[src/rtl/seq_det_pkg.sv]
// Shared types for the serial "101" detector and its word controller.
// Holds the detector/controller state enums, the pattern length and the detector next-state function.
package seq_det_pkg;

    typedef enum logic [1:0] {
        S0 = 2'd0,
        S1 = 2'd1,
        S2 = 2'd2,
        S3 = 2'd3
    } det_state_t;

    typedef enum logic [1:0] {
        IDLE   = 2'd0,
        SHIFT  = 2'd1,
        REPORT = 2'd2
    } ctrl_state_t;

    localparam int PATTERN_LEN = 3;

    // S2 means "10" seen; S3 means a "101" just completed (its trailing 1 can start a new match).
    function automatic det_state_t det_next(input det_state_t s, input logic b);
        det_state_t n;
        case (s)
            S0:      n = b ? S1 : S0;
            S1:      n = b ? S1 : S2;
            S2:      n = b ? S3 : S0;
            S3:      n = b ? S1 : S2;
            default: n = S0;
        endcase
        return n;
    endfunction

endpackage

[src/rtl/seq_det_core.sv]
// Overlapping serial "101" detector with a Mealy hit output.
// State only moves when en is high; clr returns it to S0.
module seq_det_core
    import seq_det_pkg::*;
(
    input  logic clk,
    input  logic rst,
    input  logic en,
    input  logic clr,
    input  logic bit_in,
    output logic hit
);

    det_state_t state_q;
    det_state_t state_d;

    always_comb begin
        state_d = state_q;
        if (clr) begin
            state_d = S0;
        end else if (en) begin
            state_d = det_next(state_q, bit_in);
        end
    end

    assign hit = en && (state_q == S2) && bit_in;

    always_ff @(posedge clk or posedge rst) begin
        if (rst) begin
            state_q <= S0;
        end else begin
            state_q <= state_d;
        end
    end

endmodule

[src/rtl/seq_det_ctrl.sv]
// Word controller: accepts a word, feeds it MSB first into seq_det_core, and reports the hit mask and count.
// Optional macro SEQ_DET_CTRL_STATS_EN adds a saturating 16-bit total_hits counter.
module seq_det_ctrl
    import seq_det_pkg::*;
#(
    parameter int WIDTH = 8,
    parameter int CNT_W = $clog2(WIDTH + 1)
) (
    input  logic             clk,
    input  logic             rst,
    input  logic             in_valid,
    output logic             in_ready,
    input  logic [WIDTH-1:0] in_data,
    input  logic             flush,
    output logic             out_valid,
    input  logic             out_ready,
    output logic [WIDTH-1:0] out_mask,
    output logic [CNT_W-1:0] out_count
`ifdef SEQ_DET_CTRL_STATS_EN
    ,
    output logic [15:0]      total_hits
`endif
);

    ctrl_state_t      state_q, state_d;
    logic [WIDTH-1:0] data_q, data_d;
    logic [WIDTH-1:0] mask_q, mask_d;
    logic [CNT_W-1:0] count_q, count_d;
    logic [CNT_W-1:0] bit_cnt_q, bit_cnt_d;
    logic             core_en;
    logic             core_clr;
    logic             hit;

    // One extra SHIFT cycle after the last bit (bit_cnt_q == 0) before REPORT.
    assign core_en  = (state_q == SHIFT) && (bit_cnt_q != '0);
    assign core_clr = (state_q == IDLE) && flush;

    seq_det_core u_core (
        .clk    (clk),
        .rst    (rst),
        .en     (core_en),
        .clr    (core_clr),
        .bit_in (data_q[WIDTH-1]),
        .hit    (hit)
    );

    always_comb begin
        state_d   = state_q;
        data_d    = data_q;
        mask_d    = mask_q;
        count_d   = count_q;
        bit_cnt_d = bit_cnt_q;
        case (state_q)
            IDLE: begin
                if (in_valid) begin
                    data_d    = in_data;
                    mask_d    = '0;
                    count_d   = '0;
                    bit_cnt_d = CNT_W'(WIDTH);
                    state_d   = SHIFT;
                end
            end
            SHIFT: begin
                if (bit_cnt_q != '0) begin
                    // Mask shifts in alongside the data so bit i lands where in_data[i] came from.
                    data_d    = {data_q[WIDTH-2:0], 1'b0};
                    mask_d    = {mask_q[WIDTH-2:0], hit};
                    count_d   = count_q + CNT_W'(hit);
                    bit_cnt_d = bit_cnt_q - CNT_W'(1);
                end else begin
                    state_d = REPORT;
                end
            end
            REPORT: begin
                if (out_ready) begin
                    state_d = IDLE;
                end
            end
            default: state_d = IDLE;
        endcase
    end

    always_ff @(posedge clk or posedge rst) begin
        if (rst) begin
            state_q   <= IDLE;
            data_q    <= '0;
            mask_q    <= '0;
            count_q   <= '0;
            bit_cnt_q <= '0;
        end else begin
            state_q   <= state_d;
            data_q    <= data_d;
            mask_q    <= mask_d;
            count_q   <= count_d;
            bit_cnt_q <= bit_cnt_d;
        end
    end

    assign in_ready  = (state_q == IDLE);
    assign out_valid = (state_q == REPORT);
    assign out_mask  = mask_q;
    assign out_count = count_q;

`ifdef SEQ_DET_CTRL_STATS_EN
    logic [15:0] total_hits_q, total_hits_d;
    logic [16:0] total_sum;

    always_comb begin
        total_sum    = {1'b0, total_hits_q} + 17'(count_q);
        total_hits_d = total_hits_q;
        if ((state_q == REPORT) && out_ready) begin
            total_hits_d = total_sum[16] ? 16'hFFFF : total_sum[15:0];
        end
    end

    always_ff @(posedge clk or posedge rst) begin
        if (rst) begin
            total_hits_q <= '0;
        end else begin
            total_hits_q <= total_hits_d;
        end
    end

    assign total_hits = total_hits_q;
`endif

endmodule

[config.mk]
export PLATFORM = sky130hd
export DESIGN_NAME = seq_det_ctrl
export DESIGN_NICKNAME = d
export VERILOG_FILES = /design/src/rtl/seq_det_pkg.sv /design/src/rtl/seq_det_core.sv /design/src/rtl/seq_det_ctrl.sv
export SDC_FILE = /design/constraint.sdc
export NUM_CORES = 1
export LEC_CHECK = 0
export CAP_MARGIN = 20
export CORE_MARGIN = 3
export CORE_UTILIZATION = 52
export CTS_CLUSTER_SIZE = 20
export DETAILED_ROUTE_END_ITERATION = 10
export HOLD_SLACK_MARGIN = 0.02
export PLACE_DENSITY = 0.85
export SLEW_MARGIN = 20
export SYNTH_ARGS = -nofsm -noshare
export SYNTH_HDL_FRONTEND = slang
export SYNTH_HIERARCHICAL = 1
export SYNTH_SLANG_ARGS = --single-unit
[constraint.sdc]
create_clock -name clk -period 5.87 [get_ports clk]
set_clock_uncertainty 0.05 [all_clocks]
set_input_delay 0.587 -clock clk [delete_from_list [all_inputs] [get_ports clk]]
set_output_delay 0.587 -clock clk [all_outputs]
set_load 0.005 [all_outputs]
==> results of run 1 <==
==> logic make-up after synthesis <==
kind of cell               after synthesis
buffers and inverters                   22
muxes                                   30
and+or+nand+nor                         40
AOI/OAI and AO/OA                        5
DFF                                     28
adders and majority gates                4
==> metrics by stage <==
stage / util [%] / std cells / cell area, um^2 / power (mW)
global route: 68.0 / 184 / 1710 / 0.792
global placement: 66.5 / 180 / 1680 / 0.629
CTS: 68.0 / 184 / 1710 / 0.743
floorplan: - / 129 / 1410 / 0.565
detailed placement: 66.5 / 180 / 1680 / 0.650
finish: 68.0 / 184 / 1710 / 0.732
==> final timing paths <==
path	end	slack, ns	depth (start not counted)
max	out_count[1]	3.46	9
min	u_core/state_q[1]	0.38	2
max reg2reg	out_count[1]	3.46	9
min reg2reg	out_count[3]	0.44	1
max in group asynchronous	bit_cnt_q[2]	4.47	2
min in group clk	out_count[3]	0.44	1
==> sequential cells by signal, indices dropped and copies added, names as in the netlist <==
signal and count:
state_q 2, bit_cnt_q 4, out_count 4, u_core/state_q 2, data_q 8, out_mask 8
==> cell usage after synthesis, drive strengths merged <==
| library cell | n | share of area (%) |
|---|---|---|
| and3 | 1 | 0.44 |
| buf | 5 | 2.8 |
| dfrtp | 28 | 50 |
| nor2 | 4 | 1.1 |
| inv | 16 | 4.3 |
| and2 | 2 | 0.89 |
| nand2 | 16 | 4.3 |
| and4bb | 1 | 0.89 |
| nor3 | 2 | 1.1 |
| mux2 | 15 | 12 |
| nand2b | 1 | 0.44 |
| a21oi | 2 | 0.71 |
| or3b | 2 | 1.2 |
| nand3b | 1 | 0.53 |
| clkbuf | 1 | 0.27 |
| nor3b | 2 | 1.1 |
| mux2i | 15 | 11 |
| nand3 | 5 | 1.8 |
| nor2b | 3 | 1.3 |
| ha | 4 | 3.5 |
| o21ai | 3 | 1.1 |
==> where the power goes <==
part	internal (mW)	switching, mW	total (mW)	leakage [nW]
combinational	0.184	0.154	0.337	0.448
sequential	0.256	0.0466	0.302	0.365
clock	0.0380	0.0545	0.0924	0.0210
total	0.477	0.255	0.732	0.834
==> worst max-delay path, stage by stage, from the launching register on <==
cell and delay (ns):
dfrtp_1 0.47, nor2b_1 0.15, buf_4 0.28, and2_1 0.21, nand2_1 0.08, nor3b_1 0.40
ha_1 0.25, ha_1 0.23, nand2_1 0.06, mux2i_1 0.07
==> cell type report <==
class                      instances  area (um^2)  area share [%]
tap                               30         37.5            2.19
multi-input combinational         79          612            35.7
inverter                          16         60.1            3.50
timing repair buffer              27          268            15.6
sequential                        28          701            40.9
clock buffer                       4         36.3            2.12
==> metal layers <==
layer  vias up  global-route usage, %  share of wire (%)
met5         -                      0                  0
met4         0                   8.61                1.9
met2        17                   28.9                 51
met1       476                   20.3                 44
li1        469                      -                  -
met3         5                   4.23                3.5
==> flow_metrics.tcl, run 1 <==
set metrics [dict create \
    grt_setup_unrepaired "no" \
    die_area_um2 3370 \
    hold_path_class "in -> async" \
    insertedDiodeCount 0 \
    syn_avg_cell_area_um2 10.9 \
    coreArea_um2 2520 \
    synth_xor_area_share_pct 0 \
    place_ws_ns 3.29 \
    grtUsageTotal_pct 17.2 \
    vias_per_cell 5.26 \
    critPathKind "reg -> reg" \
    yosysSeqAreaShare_pct 49.7 \
    io_pins 27 \
    required_ns 6.00 \
    synthAdderAreaFrac_pct 3.55 \
    vias 967 \
    gr-total-overflow 0 \
    end_kind "flip-flop" \
    ant_nets 0 \
    timing.final.ws_setup_ns 3.46 \
    path_max_fanout 24 \
    synthToLayoutAreaGrowth_pct 21.6 \
    muxShareOfSynthArea_pct 22.6 \
    worst_slew_pin_slew_ns 1.04 \
    path_clk_slew_ns 0.14 \
    grt_pass1_wl_um 4350 \
    drtIter0Drc 18 \
    clock.fmax_ghz 0.415 \
    hold_violations 0 \
    numCtsBuffers 3 \
    setup_viol 0 \
    period_needed_ns 2.41 \
    syn_nets 146 \
    cts_resized 0 \
    portBuffers 26 \
    power_density_nw_per_um2 427 \
    rows 18 \
    synth_top_family_by_area "multiplexers" \
    cts_buffer_depth 2 \
    grt_antenna_before_repair 0 \
    clock_sinks 28 \
    synth-simple-area-share_pct 15.0 \
    yosysWarnings 6 \
    place_congestion 0.809 \
    drc 0 \
    run_status "complete, no violations" \
    synth_area_um2 1410 \
    wl_per_cell_um 13.7 \
    finalWirelength_um 2520 \
    ys_types 26 \
    htreeDepth 1 \
    insertion_delay_ns 0.33 \
    initial_core_util_pct 55.9 \
    cts_setup_buffers 0 \
    slew_viol_final 0 \
    drtPass1Iterations 2 \
    timing.setup.tns_ns 0 \
    drv_cap 0 \
    grt_pass1_vias 1028 \
    ys_seq_elements 28 \
    layout_commonest_cell "dfrtp_1" \
    period_share_pct 41.0 \
    critPathArrivalTime_ns 2.53 \
    r2r-start "state_q[0]" \
    n_fill_cell 209 \
    die_w_um 58.1 \
    layout.nets 172 \
    startpoint "state_q[0]" \
    ir_drop_mv 0.290 \
    synthCells 129 \
    die_h_um 58.1 \
    drive_gt1_share_pct 14.3 \
    synth_compound_area_share_pct 1.77 \
    fin_hold_ws_ns 0.379 \
    hold_buffers 0 \
    cts_tree "done" \
    grt_max_degree 27 \
    worst_slew_margin_rel_pct 30.4 \
    cts_root_buf "clkbuf_4" \
    start_kind "flip-flop" \
    layout_common_cells "28 x dfrtp_1, 26 x clkdlybuf4s50_1, 16 x inv_1, 16 x nand2_1, 15 x mux2i_1" \
    hpwlAfterDp_um 1870 \
    leakage_nw 0.834 \
]
(Power assumes the default switching activity.)
==> run 2: changes to the inputs <==
--- a/config.mk
+++ b/config.mk
@@ -7,11 +7,11 @@
 export LEC_CHECK = 0
 export CAP_MARGIN = 20
 export CORE_MARGIN = 3
-export CORE_UTILIZATION = 52
+export CORE_UTILIZATION = 51
 export CTS_CLUSTER_SIZE = 20
 export DETAILED_ROUTE_END_ITERATION = 10
 export HOLD_SLACK_MARGIN = 0.02
-export PLACE_DENSITY = 0.85
+export PLACE_DENSITY = 0.84
 export SLEW_MARGIN = 20
 export SYNTH_ARGS = -nofsm -noshare
 export SYNTH_HDL_FRONTEND = slang
==> constraint.sdc (replaced) <==
create_clock -name clk -period 2.3 [get_ports clk]
set_clock_uncertainty 0.05 [all_clocks]
set_input_delay 0.23 -clock clk [delete_from_list [all_inputs] [get_ports clk]]
set_output_delay 0.23 -clock clk [all_outputs]
set_load 0.005 [all_outputs]
==> flow_metrics.tcl, run 2 (same netlist as run 1, synthesis figures left out) <==
set metrics [dict create \
    vias_per_cell 5.34 \
    fin_hold_ws_ns 0.406 \
    hold_violations 0 \
    numCtsBuffers 3 \
    path_max_fanout 3 \
    rows 18 \
    initial_core_util_pct 55.4 \
    htreeDepth 1 \
    cts_buffer_depth 2 \
    start_kind "flip-flop" \
    coreArea_um2 2540 \
    grt_setup_unrepaired "no" \
    end_kind "flip-flop" \
    cts_root_buf "clkbuf_4" \
    grt_max_degree 27 \
    critPathArrivalTime_ns 2.39 \
    vias 1015 \
    required_ns 2.52 \
    insertedDiodeCount 0 \
    period_needed_ns 2.17 \
    portBuffers 26 \
    grt_antenna_before_repair 0 \
    setup_viol 0 \
    wl_per_cell_um 14.4 \
    n_fill_cell 194 \
    drive_gt1_share_pct 20.6 \
    layout_common_cells "28 x dfrtp_1, 26 x clkdlybuf4s50_1, 15 x nand2_1, 15 x mux2i_1, 14 x inv_1" \
    drc 0 \
    grt_pass1_vias 1077 \
    die_h_um 58.6 \
    clock.fmax_ghz 0.461 \
    ir_drop_mv 0.697 \
    hold_path_class "in -> reg" \
    synthToLayoutAreaGrowth_pct 25.8 \
    layout.nets 178 \
    power_density_nw_per_um2 1110 \
    die_area_um2 3430 \
    run_status "complete, no violations" \
    ant_nets 0 \
    insertion_delay_ns 0.33 \
    layout_commonest_cell "dfrtp_1" \
    total_power_mw 1.97 \
    path_clk_slew_ns 0.14 \
    timing.setup.tns_ns 0 \
    final_util_pct 69.7 \
    drtIter0Drc 11 \
    cts_tree "done" \
    hpwlAfterDp_um 1950 \
    gr-total-overflow 0 \
    worst_slew_pin_slew_ns 0.462 \
    worst_slew_margin_rel_pct 69.1 \
    clock_sinks 28 \
    io_pins 27 \
    die_w_um 58.6 \
    finalWirelength_um 2740 \
    slew_viol_final 0 \
    grtUsageTotal_pct 18.3 \
    grt_pass1_wl_um 4770 \
    stdcell_count 190 \
    drtPass1Iterations 4 \
    place_congestion 0.720 \
    leakage_nw 0.860 \
    placedCellCount 184 \
    drv_cap 0 \
    period_share_pct 94.3 \
    critPathKind "reg -> reg" \
]
[run 2: changes by cell type in the layout (fill, tap and decap cells not counted), sizes merged]
cell         change
buf              +5
dlygate4sd3      +1
[run 2: final timing paths]
check,from,to,slack (ns),cells past startpoint
max in group asynchronous,rst,out_count[0],1.19,4
worst max-delay path,bit_cnt_q[1],out_count[1],0.13,10
worst min-delay path,in_data[0],data_q[0],0.41,3
worst min register to register,out_count[3],out_count[3],0.44,1
min in group asynchronous,rst,u_core/state_q[1],0.56,3
worst max register to register,bit_cnt_q[1],out_count[1],0.13,10
[run 2: area by class of cell]
class	count	area [um^2]	share of cell area [%]
clock buffer	4	36.3	2.05
tap	30	37.5	2.12
inverter	16	60.1	3.39
timing repair buffer	33	315	17.8
sequential	28	701	39.5
multi-input combinational	79	624	35.2
[run 2: where the power goes]
part	total, mW	switching [mW]	internal [mW]
logic	0.949	0.426	0.523
registers	0.782	0.130	0.652
clock network	0.239	0.141	0.0972
[run 2: stage by stage]
step                instance area, um^2  setup slack [ns]
floorplan                          1410             0.105
global route                       1770            0.0291
global placement                   1710             0.176
finish                             1770             0.131
CTS                                1750            0.0111
detailed placement                 1710            0.0497
[run 2: what timing repair did]
action,4_1_cts,5_1_grt
gates resized for setup,0,6
setup endpoints to repair,0,3
buffers inserted,0,1
hold buffers,1,0
endpoints found under the hold margin,2,0
[run 2: worst max-delay path, cell delays in order, from the launching register on]
cell	delay [ns]
dfrtp_1	0.42
inv_2	0.09
ha_1	0.16
or3b_2	0.46
and2_4	0.16
nand2_2	0.08
nor3b_2	0.06
ha_2	0.18
ha_1	0.27
nand2_1	0.05
mux2i_1	0.13
[run 2: per-layer routing]
layer	GRT usage (%)	wire (um)	vias up
met5	0	0	-
met4	10.7	78	0
met3	4.17	162	7
met2	29.5	1380	37
met1	22.5	1120	484
li1	-	-	487
==> run 3: changes to the inputs <==
--- a/config.mk
+++ b/config.mk
@@ -7,11 +7,12 @@
 export LEC_CHECK = 0
 export CAP_MARGIN = 20
 export CORE_MARGIN = 3
-export CORE_UTILIZATION = 51
+export CORE_UTILIZATION = 31
+export CTS_BUF_LIST = sky130_fd_sc_hd__clkbuf_4 sky130_fd_sc_hd__clkbuf_8
 export CTS_CLUSTER_SIZE = 20
 export DETAILED_ROUTE_END_ITERATION = 10
 export HOLD_SLACK_MARGIN = 0.02
-export PLACE_DENSITY = 0.84
+export PLACE_DENSITY = 0.57
 export SLEW_MARGIN = 20
 export SYNTH_ARGS = -nofsm -noshare
 export SYNTH_HDL_FRONTEND = slang
==> flow_metrics.tcl, run 3 (same netlist as run 1, synthesis figures left out) <==
set metrics [dict create \
    die_area_um2 5390 \
    synthToLayoutAreaGrowth_pct 28.7 \
    grtUsageTotal_pct 10.7 \
    cts_tree "done" \
    switchingPower_mw 0.697 \
    htreeDepth 1 \
    drc 0 \
    grt_antenna_before_repair 0 \
    path_max_fanout 4 \
    leakage_nw 0.870 \
    grt_pass1_wl_um 4480 \
    final_util_pct 43.2 \
    p_clk_share_pct 18.7 \
    grt_max_degree 24 \
    grt_setup_unrepaired "no" \
    clock_sinks 28 \
    start_kind "flip-flop" \
    io_pins 27 \
    insertedDiodeCount 0 \
    cts_buffer_depth 2 \
    ant_nets 0 \
    place_congestion 0.762 \
    finalWirelength_um 2670 \
    reg2reg_depth 10 \
    die_h_um 73.4 \
    p_int_mw 1.40 \
    critPathKind "reg -> reg" \
    n_fill_cell 394 \
    grt_pass1_vias 969 \
    coreArea_um2 4200 \
    vias 970 \
    drive_gt1_share_pct 19.0 \
    cts_root_buf "clkbuf_8" \
    layout_common_cells "28 x dfrtp_1, 26 x clkdlybuf4s50_1, 16 x nand2_1" \
    rows 23 \
    timing.setup.tns_ns 0 \
    period_needed_ns 2.12 \
    layout_commonest_cell "dfrtp_1" \
    required_ns 2.46 \
    slew_viol_final 0 \
    place_ws_ns 0.0709 \
    seq_power_share_pct 37.1 \
    gr-total-overflow 0 \
    regArea_um2 701 \
    drtPass1Iterations 4 \
    end_kind "flip-flop" \
    power_density_nw_per_um2 1160 \
    run_status "complete, no violations" \
    clock.fmax_ghz 0.472 \
    swShare_pct 33.2 \
    portBuffers 26 \
    numCtsBuffers 3 \
    timing.final.ws_setup_ns 0.181 \
    hold_violations 0 \
    comb_power_share_pct 44.3 \
    initial_core_util_pct 33.6 \
    drv_cap 0 \
    setup_viol 0 \
    worst_slew_margin_rel_pct 66.9 \
    path_clk_slew_ns 0.10 \
    cts_setup_buffers 0 \
    critPathArrivalTime_ns 2.28 \
    insertion_delay_ns 0.28 \
    vias_per_cell 4.66 \
    placedCellCount 204 \
    die_w_um 73.4 \
    ir_drop_mv 0.355 \
    wl_per_cell_um 12.8 \
    stdcell_count 208 \
    worst_slew_pin_slew_ns 0.496 \
    hpwlAfterDp_um 1960 \
    hold_path_class "in -> async" \
    multiInputGateArea_um2 622 \
    period_share_pct 92.1 \
    drtIter0Drc 32 \
    layout.nets 176 \
]
run 3: cell types whose count changed in the layout (fill, tap and decap cells not counted), sizes merged:
cell         change
buf              -1
bufinv           +1
clkbuf           -1
dlygate4sd3      -1
run 3: routing by layer:
metal / GRT usage, % / wire length [um]
met2: 17.2 / 1290
met3: 2.19 / 99
met1: 13.7 / 1230
met4: 4.83 / 49
met5: 0 / 0
run 3: cell type report:
class	count	area share, %
multi-input cells	79	34.3
repair buffers	31	16.4
inverters	16	3.31
clock buffers	3	2.28
well taps	50	3.45
flip-flops and latches	28	38.6
clock inverters	1	1.66
run 3: worst paths after layout:
kind | from | end | slack, ns
max | bit_cnt_q[0] | out_count[3] | 0.18
min | rst | u_core/state_q[1] | 0.07
min reg2reg | out_count[3] | out_count[3] | 0.44
max reg2reg | bit_cnt_q[0] | out_count[3] | 0.18
max in group asynchronous | rst | data_q[3] | 1.38
min in group clk | out_count[3] | out_count[3] | 0.44
run 3: stage by stage:
step / instance area [um^2] / hold WS, ns / total power [mW]
after global placement: 1730 / 0.378 / 1.66
after detailed placement: 1730 / 0.382 / 1.70
after global routing: 1810 / 0.0847 / 2.26
final: 1810 / 0.0702 / 2.10
after floorplan: 1410 / -0.0788 / 1.44
after CTS: 1800 / 0.0699 / 2.11
run 3: power by group through the flow:
stage               clock (mW)  combinational (mW)  sequential [mW]
floorplan                    0               0.690            0.752
global placement             0               0.887            0.777
detailed placement           0               0.918            0.784
CTS                      0.409               0.925            0.773
global route             0.430                1.02            0.804
finish                   0.391               0.928            0.778
run 3: timing repair:
action / in CTS / in global routing
gates resized for setup: 0 / 5
endpoints found under the setup margin: 0 / 3
hold buffers: 0 / 0
run 3: worst max-delay path, cell delays in order, from the launching register on:
cell     delay, ns
dfrtp_1       0.40
inv_2         0.08
ha_1          0.16
or3b_4        0.38
and2_4        0.15
nand2_1       0.10
nor3b_2       0.07
ha_1          0.19
and3_1        0.17
nand3_1       0.09
mux2i_1       0.18
